### src/rtl/alu_md_pkg.sv
// Shared definitions for the ALU with iterative multiply/divide:
// operation encodings, FSM states and the iterative-op selector.
package alu_md_pkg;

    localparam logic [3:0] ALU_AND  = 4'b0000;
    localparam logic [3:0] ALU_OR   = 4'b0001;
    localparam logic [3:0] ALU_ADD  = 4'b0010;
    localparam logic [3:0] ALU_MUL  = 4'b0011;
    localparam logic [3:0] ALU_DIVU = 4'b0100;
    localparam logic [3:0] ALU_REMU = 4'b0101;
    localparam logic [3:0] ALU_SUB  = 4'b0110;
    localparam logic [3:0] ALU_SLT  = 4'b0111;
    localparam logic [3:0] ALU_SLTU = 4'b1000;
    localparam logic [3:0] ALU_SLL  = 4'b1001;
    localparam logic [3:0] ALU_SRL  = 4'b1010;
    localparam logic [3:0] ALU_SRA  = 4'b1011;
    localparam logic [3:0] ALU_NOR  = 4'b1100;
    localparam logic [3:0] ALU_EQ   = 4'b1111;

    typedef enum logic [1:0] {IDLE, BUSY, DONE} state_t;

    typedef enum logic [1:0] {IT_MUL, IT_DIVU, IT_REMU} iter_op_t;

    function automatic logic isIterOp(input logic [3:0] sel);
        return (sel == ALU_MUL) || (sel == ALU_DIVU) || (sel == ALU_REMU);
    endfunction

    function automatic iter_op_t toIterOp(input logic [3:0] sel);
        case (sel)
            ALU_DIVU: return IT_DIVU;
            ALU_REMU: return IT_REMU;
            default:  return IT_MUL;
        endcase
    endfunction

endpackage

### src/rtl/alu_md_if.sv
// Request/response bundle between a requester (master) and the ALU (slave).
interface alu_md_if #(parameter int WIDTH = 32);

    logic             in_valid;
    logic             in_ready;
    logic [WIDTH-1:0] A_in;
    logic [WIDTH-1:0] B_in;
    logic [3:0]       ALU_Sel;
    logic             out_valid;
    logic             out_ready;
    logic [WIDTH-1:0] ALU_Out;
    logic             Zero;
    logic             Carry_Out;
    logic             Overflow;

    modport slave (
        input  in_valid, A_in, B_in, ALU_Sel, out_ready,
        output in_ready, out_valid, ALU_Out, Zero, Carry_Out, Overflow
    );

    modport master (
        output in_valid, A_in, B_in, ALU_Sel, out_ready,
        input  in_ready, out_valid, ALU_Out, Zero, Carry_Out, Overflow
    );

endinterface

### src/rtl/alu_md_iter.sv
// Iterative datapath: shift-add multiply (low half) and restoring unsigned
// divide, one step per cycle for exactly WIDTH cycles after i_start.
module alu_md_iter
    import alu_md_pkg::*;
#(
    parameter int WIDTH = 32
) (
    input  logic             clk,
    input  logic             rst_n,
    input  logic             i_start,
    input  iter_op_t         i_op,
    input  logic [WIDTH-1:0] i_a,
    input  logic [WIDTH-1:0] i_b,
    output logic             o_done,
    output logic [WIDTH-1:0] o_result
);

    localparam int CW = $clog2(WIDTH);

    // x: accumulator / partial remainder, y: multiplicand / divisor,
    // z: multiplier / dividend shifting into quotient
    logic             r_busy;
    logic [CW-1:0]    r_cnt;
    iter_op_t         r_op;
    logic [WIDTH-1:0] r_x;
    logic [WIDTH-1:0] r_y;
    logic [WIDTH-1:0] r_z;

    logic [WIDTH-1:0] w_mulAcc;
    logic [WIDTH:0]   w_shift;
    logic [WIDTH:0]   w_trial;
    logic             w_fits;
    logic [WIDTH-1:0] w_remNext;
    logic [WIDTH-1:0] w_quoNext;

    assign w_mulAcc  = r_x + (r_z[0] ? r_y : '0);
    assign w_shift   = {r_x, r_z[WIDTH-1]};
    assign w_trial   = w_shift - {1'b0, r_y};
    assign w_fits    = ~w_trial[WIDTH];
    assign w_remNext = w_fits ? w_trial[WIDTH-1:0] : w_shift[WIDTH-1:0];
    assign w_quoNext = {r_z[WIDTH-2:0], w_fits};

    // Result reflects the step being taken this cycle, so the parent can
    // register it on the same edge that ends the last step.
    assign o_done   = r_busy && (r_cnt == CW'(WIDTH - 1));
    assign o_result = (r_op == IT_MUL)  ? w_mulAcc :
                      (r_op == IT_DIVU) ? w_quoNext : w_remNext;

    always_ff @(posedge clk or negedge rst_n) begin
        if (!rst_n) begin
            r_busy <= 1'b0;
            r_cnt  <= '0;
            r_op   <= IT_MUL;
            r_x    <= '0;
            r_y    <= '0;
            r_z    <= '0;
        end else if (i_start) begin
            r_busy <= 1'b1;
            r_cnt  <= '0;
            r_op   <= i_op;
            r_x    <= '0;
            r_y    <= (i_op == IT_MUL) ? i_a : i_b;
            r_z    <= (i_op == IT_MUL) ? i_b : i_a;
        end else if (r_busy) begin
            r_cnt <= r_cnt + 1'b1;
            if (o_done) begin
                r_busy <= 1'b0;
            end
            if (r_op == IT_MUL) begin
                r_x <= w_mulAcc;
                r_y <= r_y << 1;
                r_z <= r_z >> 1;
            end else begin
                r_x <= w_remNext;
                r_z <= w_quoNext;
            end
        end
    end

endmodule

### src/rtl/alu_md.sv
// Handshaked ALU: single-cycle logic/arith/shift ops plus iterative
// MUL/DIVU/REMU, with result and flags held until the consumer accepts.
module alu_md
    import alu_md_pkg::*;
#(
    parameter int WIDTH = 32,
    parameter int SHW   = $clog2(WIDTH)
) (
    input  logic        clk,
    input  logic        rst_n,
    alu_md_if.slave     bus
);

    state_t           r_state;
    logic [WIDTH-1:0] r_aluOut;
    logic             r_zero;
    logic             r_carry;
    logic             r_ovf;
    logic             r_inReady;
    logic             r_outValid;

    logic [WIDTH-1:0] w_a;
    logic [WIDTH-1:0] w_b;
    logic [3:0]       w_sel;
    logic [SHW-1:0]   w_shamt;
    logic [WIDTH:0]   w_sum;
    logic [WIDTH-1:0] w_diff;
    logic [WIDTH-1:0] w_res;
    logic             w_carry;
    logic             w_ovf;
    logic             w_accept;
    logic             w_iterStart;
    logic             w_iterDone;
    logic [WIDTH-1:0] w_iterRes;

    assign w_a         = bus.A_in;
    assign w_b         = bus.B_in;
    assign w_sel       = bus.ALU_Sel;
    assign w_shamt     = bus.B_in[SHW-1:0];
    assign w_accept    = (r_state == IDLE) && bus.in_valid;
    assign w_iterStart = w_accept && isIterOp(w_sel);

    assign w_sum  = {1'b0, w_a} + {1'b0, w_b};
    assign w_diff = w_a - w_b;

    // Evaluated on the request being accepted, so the result register is
    // loaded on the same edge that latches the request.
    always_comb begin
        w_res   = w_sum[WIDTH-1:0];
        w_carry = 1'b0;
        w_ovf   = 1'b0;
        case (w_sel)
            ALU_AND:  w_res = w_a & w_b;
            ALU_OR:   w_res = w_a | w_b;
            ALU_NOR:  w_res = ~(w_a | w_b);
            ALU_SUB: begin
                w_res   = w_diff;
                w_carry = (w_a >= w_b);
                w_ovf   = (w_a[WIDTH-1] != w_b[WIDTH-1]) && (w_diff[WIDTH-1] != w_a[WIDTH-1]);
            end
            ALU_SLT:  w_res = {{(WIDTH-1){1'b0}}, ($signed(w_a) < $signed(w_b))};
            ALU_SLTU: w_res = {{(WIDTH-1){1'b0}}, (w_a < w_b)};
            ALU_EQ:   w_res = {{(WIDTH-1){1'b0}}, (w_a == w_b)};
            ALU_SLL:  w_res = w_a << w_shamt;
            ALU_SRL:  w_res = w_a >> w_shamt;
            ALU_SRA:  w_res = $signed(w_a) >>> w_shamt;
            ALU_MUL, ALU_DIVU, ALU_REMU: w_res = '0;
            default: begin
                w_res   = w_sum[WIDTH-1:0];
                w_carry = w_sum[WIDTH];
                w_ovf   = (w_a[WIDTH-1] == w_b[WIDTH-1]) && (w_sum[WIDTH-1] != w_a[WIDTH-1]);
            end
        endcase
    end

    alu_md_iter #(.WIDTH(WIDTH)) u_iter (
        .clk      (clk),
        .rst_n    (rst_n),
        .i_start  (w_iterStart),
        .i_op     (toIterOp(w_sel)),
        .i_a      (w_a),
        .i_b      (w_b),
        .o_done   (w_iterDone),
        .o_result (w_iterRes)
    );

    always_ff @(posedge clk or negedge rst_n) begin
        if (!rst_n) begin
            r_state    <= IDLE;
            r_aluOut   <= '0;
            r_zero     <= 1'b0;
            r_carry    <= 1'b0;
            r_ovf      <= 1'b0;
            r_inReady  <= 1'b1;
            r_outValid <= 1'b0;
        end else begin
            case (r_state)
                IDLE: begin
                    if (w_accept) begin
                        r_inReady <= 1'b0;
                        if (isIterOp(w_sel)) begin
                            r_state <= BUSY;
                        end else begin
                            r_state    <= DONE;
                            r_outValid <= 1'b1;
                            r_aluOut   <= w_res;
                            r_zero     <= (w_res == '0);
                            r_carry    <= w_carry;
                            r_ovf      <= w_ovf;
                        end
                    end
                end
                BUSY: begin
                    if (w_iterDone) begin
                        r_state    <= DONE;
                        r_outValid <= 1'b1;
                        r_aluOut   <= w_iterRes;
                        r_zero     <= (w_iterRes == '0);
                        r_carry    <= 1'b0;
                        r_ovf      <= 1'b0;
                    end
                end
                DONE: begin
                    if (bus.out_ready) begin
                        r_state    <= IDLE;
                        r_outValid <= 1'b0;
                        r_inReady  <= 1'b1;
                    end
                end
                default: begin
                    r_state    <= IDLE;
                    r_outValid <= 1'b0;
                    r_inReady  <= 1'b1;
                end
            endcase
        end
    end

    assign bus.in_ready  = r_inReady;
    assign bus.out_valid = r_outValid;
    assign bus.ALU_Out   = r_aluOut;
    assign bus.Zero      = r_zero;
    assign bus.Carry_Out = r_carry;
    assign bus.Overflow  = r_ovf;

endmodule

### src/flat_wrapper.sv
// flat-port wrapper written by rule: the top's interface ports become plain ports
module alu_md_flat import alu_md_pkg::*;
#(
    parameter int WIDTH = 32,
    parameter int SHW   = $clog2(WIDTH)
)
  (clk, rst_n, bus_in_valid, bus_A_in, bus_B_in, bus_ALU_Sel, bus_out_ready, bus_in_ready, bus_out_valid, bus_ALU_Out, bus_Zero, bus_Carry_Out, bus_Overflow);
  alu_md_if #(.WIDTH(WIDTH)) bus_i ();
  input  logic clk;
  input  logic rst_n;
  input wire logic [$bits(bus_i.in_valid)-1:0] bus_in_valid;
  input wire logic [$bits(bus_i.A_in)-1:0] bus_A_in;
  input wire logic [$bits(bus_i.B_in)-1:0] bus_B_in;
  input wire logic [$bits(bus_i.ALU_Sel)-1:0] bus_ALU_Sel;
  input wire logic [$bits(bus_i.out_ready)-1:0] bus_out_ready;
  output wire logic [$bits(bus_i.in_ready)-1:0] bus_in_ready;
  output wire logic [$bits(bus_i.out_valid)-1:0] bus_out_valid;
  output wire logic [$bits(bus_i.ALU_Out)-1:0] bus_ALU_Out;
  output wire logic [$bits(bus_i.Zero)-1:0] bus_Zero;
  output wire logic [$bits(bus_i.Carry_Out)-1:0] bus_Carry_Out;
  output wire logic [$bits(bus_i.Overflow)-1:0] bus_Overflow;
  assign bus_i.in_valid = bus_in_valid;
  assign bus_i.A_in = bus_A_in;
  assign bus_i.B_in = bus_B_in;
  assign bus_i.ALU_Sel = bus_ALU_Sel;
  assign bus_i.out_ready = bus_out_ready;
  assign bus_in_ready = bus_i.in_ready;
  assign bus_out_valid = bus_i.out_valid;
  assign bus_ALU_Out = bus_i.ALU_Out;
  assign bus_Zero = bus_i.Zero;
  assign bus_Carry_Out = bus_i.Carry_Out;
  assign bus_Overflow = bus_i.Overflow;
  alu_md #(.WIDTH(WIDTH), .SHW(SHW)) u_core (.clk(clk), .rst_n(rst_n), .bus(bus_i));
endmodule
### config.mk
export PLATFORM = sky130hd
export DESIGN_NAME = alu_md_flat
export DESIGN_NICKNAME = d
export VERILOG_FILES = /design/src/rtl/alu_md_pkg.sv /design/src/rtl/alu_md_if.sv /design/src/rtl/alu_md_iter.sv /design/src/rtl/alu_md.sv /design/src/flat_wrapper.sv
export SDC_FILE = /design/constraint.sdc
export NUM_CORES = 1
export LEC_CHECK = 0
export BUFFER_PORTS_ARGS = -buffer_cell sky130_fd_sc_hd__clkbuf_2
export CAP_MARGIN = 20
export CORE_MARGIN = 3
export CORE_UTILIZATION = 47
export DETAILED_ROUTE_END_ITERATION = 12
export PLACE_DENSITY_LB_ADDON = 0.12
export SYNTH_ARGS = -nofsm -noshare
export SYNTH_HDL_FRONTEND = slang
export SYNTH_SLANG_ARGS = --single-unit
### constraint.sdc
create_clock -name clk -period 12.8 [get_ports clk]
set_clock_uncertainty 0.05 [all_clocks]
set_input_delay 1.28 -clock clk [delete_from_list [all_inputs] [get_ports clk]]
set_output_delay 1.28 -clock clk [all_outputs]
set_load 0.05 [all_outputs]
==> results.py, run 1 <==
metrics = {
    "routing": {
        "drt-wirelength-per-cell_microns": 30.3,
        "wl_microns": 105000,
        "drc": 0,
        "antenna_left": 0,
        "drt_iter0_markers": 2801,
        "vias": 24767,
        "dr.pass1.iters": 6,
        "vias_per_cell": 7.11,
    },
    "job": {
        "maxCapViolCount": 0,
    },
    "critical_path": {
        "critPathKind": "input port to flip-flop",
        "reg2reg_from": "u_core.u_iter.r_z[31]$_DFFE_PN0P_",
        "max_stage_delay_ns": 0.77,
        "rrSetupSlack_ns": 6.90,
        "critical_path.max_fanout": 56,
        "startpoint_type": "input port",
        "worst_r2r_endpoint": "u_core.bus.Zero$_DFFE_PN0P_",
        "reg2reg_depth": 18,
        "slowest_stage": "buf_4",
        "arrival_ns": 7.13,
        "crit_path_end_kind": "flip-flop",
        "crit_required_ns": 13.15,
        "path_cells": "buf_4 -> buf_4 -> ha_1 -> inv_1 -> fa_1 -> nor2b_1 -> o21ai_0 -> a21oi_1 -> or4_1 -> a31oi_1 -> o221ai_1 -> o41ai_1 -> nor2b_1 -> o21ai_0 -> o221a_2 -> or4b_1 -> a31oi_1",
    },
    "yosys": {
        "synthFlopType": "dfrtp_1",
        "yosysSeqAreaShare_pct": 16.3,
        "synth_edf_count": 0,
        "ys_async_sr_fraction_pct": 100,
        "yosys_warnings": 0,
        "avgSynthCellArea_sq_um": 7.52,
        "synth.net_count": 3161,
        "ys_seq_elements": 143,
        "yosys.cell_types.count": 97,
        "syn_inst": 2923,
        "synth_area_sq_um": 22000,
    },
    "clock_tree": {
        "clk_pin_slew_worst_paths_ns": 0.07,
        "clockBufferDepth": 2,
        "clk_latency_ns": 0.49,
        "cts_buffers": 17,
        "postCtsSetupBuffers": 0,
        "cts_resized": 0,
        "root_buffer": "clkbuf_16",
        "cts.sinks": 143,
        "postCtsHoldBufs": 0,
        "htreeDepth": 4,
        "cts_tree": "done",
    },
    "power_and_ir_drop": {
        "finalPower_mw": 5.32,
        "power.density_nw_per_um2": 227,
        "vdd_drop_max_uv": 283,
        "leakagePower_nw": 9.86,
    },
    "timing": {
        "hold_viol_final": 0,
        "post-route-min-period_ns": 6.78,
        "fmax_ghz": 0.147,
        "finalSetupViolCount": 0,
        "final-max-slew-violation-count": 0,
        "rsz0062_at_grt": "false",
        "period_share_pct": 53.0,
        "slew_headroom_pct": 28.7,
        "setup_tns_ns": 0,
        "worst-slew-pin-transition_ns": 1.06,
    },
    "die": {
        "rows": 78,
        "die_h_microns": 222,
        "core-area_sq_um": 45800,
        "dieArea_sq_um": 49400,
        "fp.dieW_microns": 222,
        "ios": 109,
        "start_util_pct": 48.0,
    },
    "hold_path": {
        "worstHoldPathCells": 2,
        "hp-start": "u_core.bus.ALU_Out[23]$_DFFE_PN0P_",
        "min_to": "u_core.bus.ALU_Out[23]$_DFFE_PN0P_",
        "holdCritPathClass": "flip-flop to flip-flop",
    },
    "grt": {
        "first_global_vias": 23306,
        "grt_pass1_wl_microns": 154000,
        "antenna_found_initial": 7,
        "grt_overflow": 0,
        "grt_max_degree": 90,
        "grt_usage_pct": 41.2,
    },
    "run_status": {
        "outcome": "completed",
    },
    "layout": {
        "multi_input_area_sq_um": 16900,
        "nets": 3107,
        "area_growth_pct": 6.40,
        "num-fill-cells": 4552,
        "seqCellArea_sq_um": 3580,
        "layout-drive-gt1-share_pct": 10.8,
    },
    "placement": {
        "numPortBuffers": 108,
        "hpwl_microns": 80300,
        "place_congestion": 1.04,
    },
}
-- per-layer routing --
layer	share of wire, %	GRT usage, %
met1	39	53.1
met2	44	64.3
met3	11	9.66
met4	6.0	21.2
met5	0.058	0
-- placed cells by master, fill, tap and decap left out, types with 14 or more instances in the layout --
cell	n
a211oi_1	53
a21o_1	41
a21oi_1	236
a221o_1	20
a221oi_1	19
a22oi_1	45
a31oi_1	40
and2_1	50
buf_4	48
clkbuf_16	17
clkbuf_2	106
dfrtp_1	141
ha_1	162
inv_1	151
mux2_2	24
mux2i_1	131
mux4_2	52
nand2_1	314
nand2b_1	27
nand3_1	76
nand4_1	19
nor2_1	242
nor2b_1	26
nor3_1	58
nor4_1	25
o211ai_1	76
o21a_1	26
o21ai_0	231
o21bai_1	20
o221ai_1	21
o22ai_1	34
o31ai_1	14
xnor2_1	51
xor2_1	21
-- sequential cells by signal (all words and copies together), names as in the netlist --
name                  cells
u_core.bus.Carry_Out      1
u_core.r_state            2
u_core.u_iter.r_busy      1
u_core.bus.in_ready       1
u_core.bus.Overflow       1
u_core.bus.Zero           1
u_core.u_iter.r_op        2
u_core.u_iter.r_z        32
u_core.bus.out_valid      1
u_core.u_iter.r_x        32
u_core.bus.ALU_Out       32
u_core.u_iter.r_cnt       5
u_core.u_iter.r_y        32
-- cell families after synthesis --
| family | share of synthesized area, % |
|---|---|
| buf+inv | 6.93 |
| flops | 16.3 |
| mux | 13.8 |
| fa+ha+maj | 9.59 |
| compound gates | 31.3 |
| simple gates | 19.2 |
| xor+xnor | 2.87 |
-- worst max path at each step --
stage / from / slack [ns] / cells past startpoint / to
finish: bus_B_in[0] / 6.02 / 17 / u_core.bus.Zero$_DFFE_PN0P_
global route: bus_B_in[0] / 5.69 / 17 / u_core.bus.Zero$_DFFE_PN0P_
CTS: bus_B_in[0] / 6.16 / 17 / u_core.bus.Zero$_DFFE_PN0P_
detailed placement: bus_B_in[0] / 5.67 / 17 / u_core.bus.Zero$_DFFE_PN0P_
global placement: bus_B_in[0] / 5.70 / 17 / u_core.bus.Zero$_DFFE_PN0P_
floorplan: bus_B_in[2] / 7.03 / 18 / u_core.bus.Zero$_DFFE_PN0P_
-- power by group --
group          switching [mW]  total [mW]  internal [mW]  leakage, nW
logic                    2.46        3.78           1.31         7.78
registers               0.348        1.01          0.665         1.78
clock network           0.261       0.526          0.265        0.298
total                    3.07        5.32           2.24         9.86
-- per-stage QoR --
| stage | utilization, % | cells | hold slack (ns) | worst slack (ns) | cell area [sq um] |
|---|---|---|---|---|---|
| 6_report | 51.1 | 3483 | 0.426 | 6.02 | 23400 |
| 3_3_place_gp | 49.7 | 3450 | 0.403 | 5.70 | 22800 |
| 2_1_floorplan | - | 2923 | 0.422 | 7.03 | 22000 |
| 4_1_cts | 51.1 | 3482 | 0.429 | 6.16 | 23400 |
| 3_5_place_dp | 49.7 | 3450 | 0.413 | 5.67 | 22800 |
| 5_1_grt | 51.1 | 3482 | 0.454 | 5.69 | 23400 |
-- worst max-delay path, delay by kind of cell --
kind	cells	cell delay (ns)
buffers and inverters	3	1.29
adder cells (fa/ha/maj)	2	0.73
AND/OR/NAND/NOR	4	1.53
AO/OA/AOI/OAI	8	2.21
-- layout make-up --
type / count / share of cell area (%)
clock buffer: 17 / 1.82
clock inverter: 15 / 0.787
inverter: 158 / 2.54
multi-input combinational: 2394 / 72.4
antenna: 1 / 0.0107
tap: 600 / 3.21
timing repair buffer: 155 / 3.86
sequential: 143 / 15.3
-- cell usage after synthesis, drive strengths merged (9+ instances only) --
cell type	n	share of area (%)
a21oi	239	5.5
o21bai	20	0.68
inv	154	2.6
o21ai	234	5.3
and3	12	0.34
nor3	59	1.3
o31ai	15	0.54
a221o	20	0.91
a311oi	9	0.36
a22oi	45	1.5
nor2	244	4.2
nand2	316	5.4
xnor2	51	2.0
a2111oi	11	0.44
xor2	21	0.84
mux2i	131	6.0
a21o	41	1.4
o311ai	10	0.40
o221a	12	0.62
o22ai	35	1.0
mux4	63	6.6
dfrtp	142	16
nand3	76	1.7
o221ai	21	0.84
nand4	19	0.54
a31oi	40	1.1
nor4	26	0.77
and2	53	1.5
nand2b	27	0.77
o2111ai	10	0.40
buf	53	1.2
nor2b	26	0.74
mux2	24	1.2
a211oi	54	1.9
o21a	26	0.89
ha	162	9.2
o211ai	76	2.6
clkbuf	175	3.0
a221oi	20	0.88
a211o	10	0.40
No activity file was read; power rests on OpenSTA's default activity.
==> inputs of run 2 (changes only) <==
--- a/config.mk
+++ b/config.mk
@@ -5,6 +5,7 @@
 export SDC_FILE = /design/constraint.sdc
 export NUM_CORES = 1
 export LEC_CHECK = 0
+export ABC_AREA = 1
 export BUFFER_PORTS_ARGS = -buffer_cell sky130_fd_sc_hd__clkbuf_2
 export CAP_MARGIN = 20
 export CORE_MARGIN = 3
==> constraint.sdc (replaced) <==
create_clock -name clk -period 6.2 [get_ports clk]
set_clock_uncertainty 0.05 [all_clocks]
set_input_delay 0.62 -clock clk [delete_from_list [all_inputs] [get_ports clk]]
set_output_delay 0.62 -clock clk [all_outputs]
set_load 0.05 [all_outputs]
==> run 2 against run 1 <==
Compared with the run above:
- hold slack worse by 0.27 ns
- die area up 2.4%
- clock-buffer cell count unchanged
- non-clock buffer count down 12
- worst setup slack worse by 4.2 ns
- power up 110%
- routed wire length up 8.1%
- sequential share of layout area down 0.40 points
- synthesized area up 2.5%
- global-route usage up 2.6 points
- cell count up 34%
- largest power group unchanged
==> results.py, run 2 <==
metrics = {
    "run_status": {
        "outcome": "completed",
    },
    "yosys": {
        "synthAdderAreaFrac_pct": 9.36,
        "synth.area.mux_share_pct": 0.0444,
        "synthFlopType": "dfrtp_1",
        "yosys_warnings": 0,
        "synthSimpleGateAreaFrac_pct": 42.6,
        "yosysSeqAreaShare_pct": 15.9,
        "synth-xor-area-share_pct": 0.700,
        "synth_top_family_by_area": "simple AND/OR/NAND/NOR gates",
        "ys_async_sr_fraction_pct": 100,
        "synth_edf_count": 0,
        "yosys.cell_types.count": 54,
        "yosysTopAreaCell": "nand2_1",
        "ys_top_cells_by_count": "nand2_1 (1,327), inv_1 (492), nand3_1 (461), nor2_1 (357), o21ai_0 (332)",
        "synth_top_area_share_pct": 22.1,
        "netlist_top_cells_area": "nand2_1 (22%), dfrtp_1 (16%), nand3_1 (10%)",
        "syn_inst": 4072,
        "avgSynthCellArea_sq_um": 5.53,
        "synth_area_sq_um": 22500,
        "synth.net_count": 4310,
        "synth-compound-area-share_pct": 19.5,
        "yosysMostFrequentCell": "nand2_1",
        "ys_seq_elements": 143,
    },
    "critical_path": {
        "reg2reg_depth": 25,
        "max_stage_delay_ns": 0.69,
        "startpoint_type": "flip-flop",
        "crit_path_end_kind": "flip-flop",
        "arrival_ns": 4.72,
        "critical_path.max_fanout": 38,
        "crit_top_cell": "nand2_1",
        "critPathKind": "flip-flop to flip-flop",
        "slowest_stage": "nand2_2",
        "crit_required_ns": 6.54,
    },
    "grt": {
        "first_global_vias": 25961,
        "grt_pass1_wl_microns": 165000,
        "grt_max_degree": 79,
        "antenna_found_initial": 5,
        "grt_overflow": 0,
        "grt_usage_pct": 43.8,
    },
    "clock_tree": {
        "cts_resized": 0,
        "cts_tree": "done",
        "postCtsHoldBufs": 0,
        "clockBufferDepth": 2,
        "clk_latency_ns": 0.45,
        "cts.sinks": 143,
        "postCtsSetupBuffers": 0,
        "cts_buffers": 17,
        "htreeDepth": 4,
        "clk_pin_slew_worst_paths_ns": 0.07,
        "root_buffer": "clkbuf_16",
    },
    "timing": {
        "worst-slew-pin-transition_ns": 1.11,
        "post-route-min-period_ns": 4.39,
        "rsz0062_at_grt": "false",
        "period_share_pct": 70.8,
        "final-max-slew-violation-count": 0,
        "setup_tns_ns": 0,
        "slew_headroom_pct": 25.8,
        "finalSetupViolCount": 0,
        "hold_viol_final": 0,
        "fmax_ghz": 0.228,
    },
    "die": {
        "ios": 109,
        "core-area_sq_um": 47000,
        "die_h_microns": 225,
        "start_util_pct": 48.0,
        "dieArea_sq_um": 50600,
        "rows": 79,
        "fp.dieW_microns": 225,
    },
    "layout": {
        "area_growth_pct": 6.47,
        "num-fill-cells": 5191,
        "nets": 4295,
        "seqCellArea_sq_um": 3580,
        "layout_common_cells": "nand2_1 (1,326), inv_1 (492), nand3_1 (461)",
        "layout-drive-gt1-share_pct": 5.65,
        "layout_commonest_cell": "nand2_1",
        "multi_input_area_sq_um": 16300,
    },
    "power_and_ir_drop": {
        "vdd_drop_max_uv": 279,
        "leakagePower_nw": 12.4,
        "power.density_nw_per_um2": 459,
        "finalPower_mw": 11.0,
    },
    "routing": {
        "dr.pass1.iters": 6,
        "drt_iter0_markers": 3371,
        "vias": 28303,
        "drc": 0,
        "vias_per_cell": 6.05,
        "wl_microns": 114000,
        "antenna_left": 0,
        "drt-wirelength-per-cell_microns": 24.4,
    },
    "job": {
        "maxCapViolCount": 0,
    },
    "placement": {
        "hpwl_microns": 92500,
        "numPortBuffers": 108,
        "place_congestion": 1.08,
    },
    "hold_path": {
        "holdCritPathClass": "input port to asynchronous set/reset pin",
    },
}
[run 2: changes by cell type after synthesis, moves of 40 or more]
cell      change
a211oi_1     -47
a22oi_1      -43
clkbuf_1     -62
inv_1       +341
mux2i_1     -130
mux4_2       -52
nand2_1    +1011
nand3_1     +385
nor2_1      +113
o21ai_0     +101
xnor2_1      -40
[run 2: path summary, 6_finish.rpt]
kind,start,endpoint,slack [ns]
max,u_core.u_iter.r_z[31]$_DFFE_PN0P_,u_core.bus.Zero$_DFFE_PN0P_,1.81
min,rst_n,u_core.u_iter.r_x[29]$_DFFE_PN0P_,0.16
max reg2reg,u_core.u_iter.r_z[31]$_DFFE_PN0P_,u_core.bus.Zero$_DFFE_PN0P_,1.81
min reg2reg,u_core.bus.out_valid$_DFFE_PN0P_,u_core.bus.out_valid$_DFFE_PN0P_,0.43
max in group asynchronous,rst_n,u_core.bus.ALU_Out[27]$_DFFE_PN0P_,4.51
min in group clk,bus_out_ready,u_core.r_state[1]$_DFFE_PN0P_,0.41
[run 2: stage by stage]
| stage | worst slack (ns) | util, % | instances | hold WS (ns) | instance area [sq um] |
|---|---|---|---|---|---|
| 2_1_floorplan | 2.83 | - | 4072 | 0.274 | 22500 |
| 3_3_place_gp | 1.86 | 49.7 | 4644 | 0.416 | 23400 |
| 5_1_grt | 1.59 | 51.1 | 4677 | 0.213 | 24000 |
| 4_1_cts | 1.98 | 51.0 | 4676 | 0.188 | 24000 |
| 3_5_place_dp | 1.78 | 49.7 | 4644 | 0.418 | 23400 |
| 6_report | 1.81 | 51.1 | 4679 | 0.155 | 24000 |
[run 2: logic make-up after synthesis]
kind of cell / count (synthesis)
AO/OA/AOI/OAI: 765
XOR/XNOR: 18
adder cells (fa/ha/maj): 166
buffers and inverters: 682
flip-flops: 143
multiplexers: 1
AND/OR/NAND/NOR: 2297
[run 2: power by group]
part           total (mW)  internal, mW  switching [mW]
logic                8.17          2.30            5.86
clock network        1.06         0.573           0.484
registers            1.78          1.33           0.446
total                11.0          4.21            6.79
[run 2: routing by layer]
| metal | wire [microns] | track usage [%] | vias to the layer above |
|---|---|---|---|
| li1 | - | - | 13344 |
| met1 | 42800 | 52.9 | 12899 |
| met2 | 49500 | 68.8 | 1684 |
| met3 | 11400 | 9.35 | 374 |
| met4 | 10200 | 32.7 | 2 |
| met5 | 14 | 0 | - |
[run 2: worst max-delay path, delay by kind of cell, from the launching register on]
family / cells / cell delay, ns
adder cells (fa/ha/maj): 2 / 0.70
buffers and inverters: 3 / 0.53
flip-flops: 1 / 0.38
AND/OR/NAND/NOR: 20 / 2.66
[run 2: area by class of cell]
type                       instances  area share, %
clock inverter                    15          0.715
antenna                            2         0.0209
multi-input combinational       3247           68.1
inverter                         505           7.91
sequential                       143           14.9
tap                              607           3.17
clock buffer                      17           1.77
timing repair buffer             143           3.43
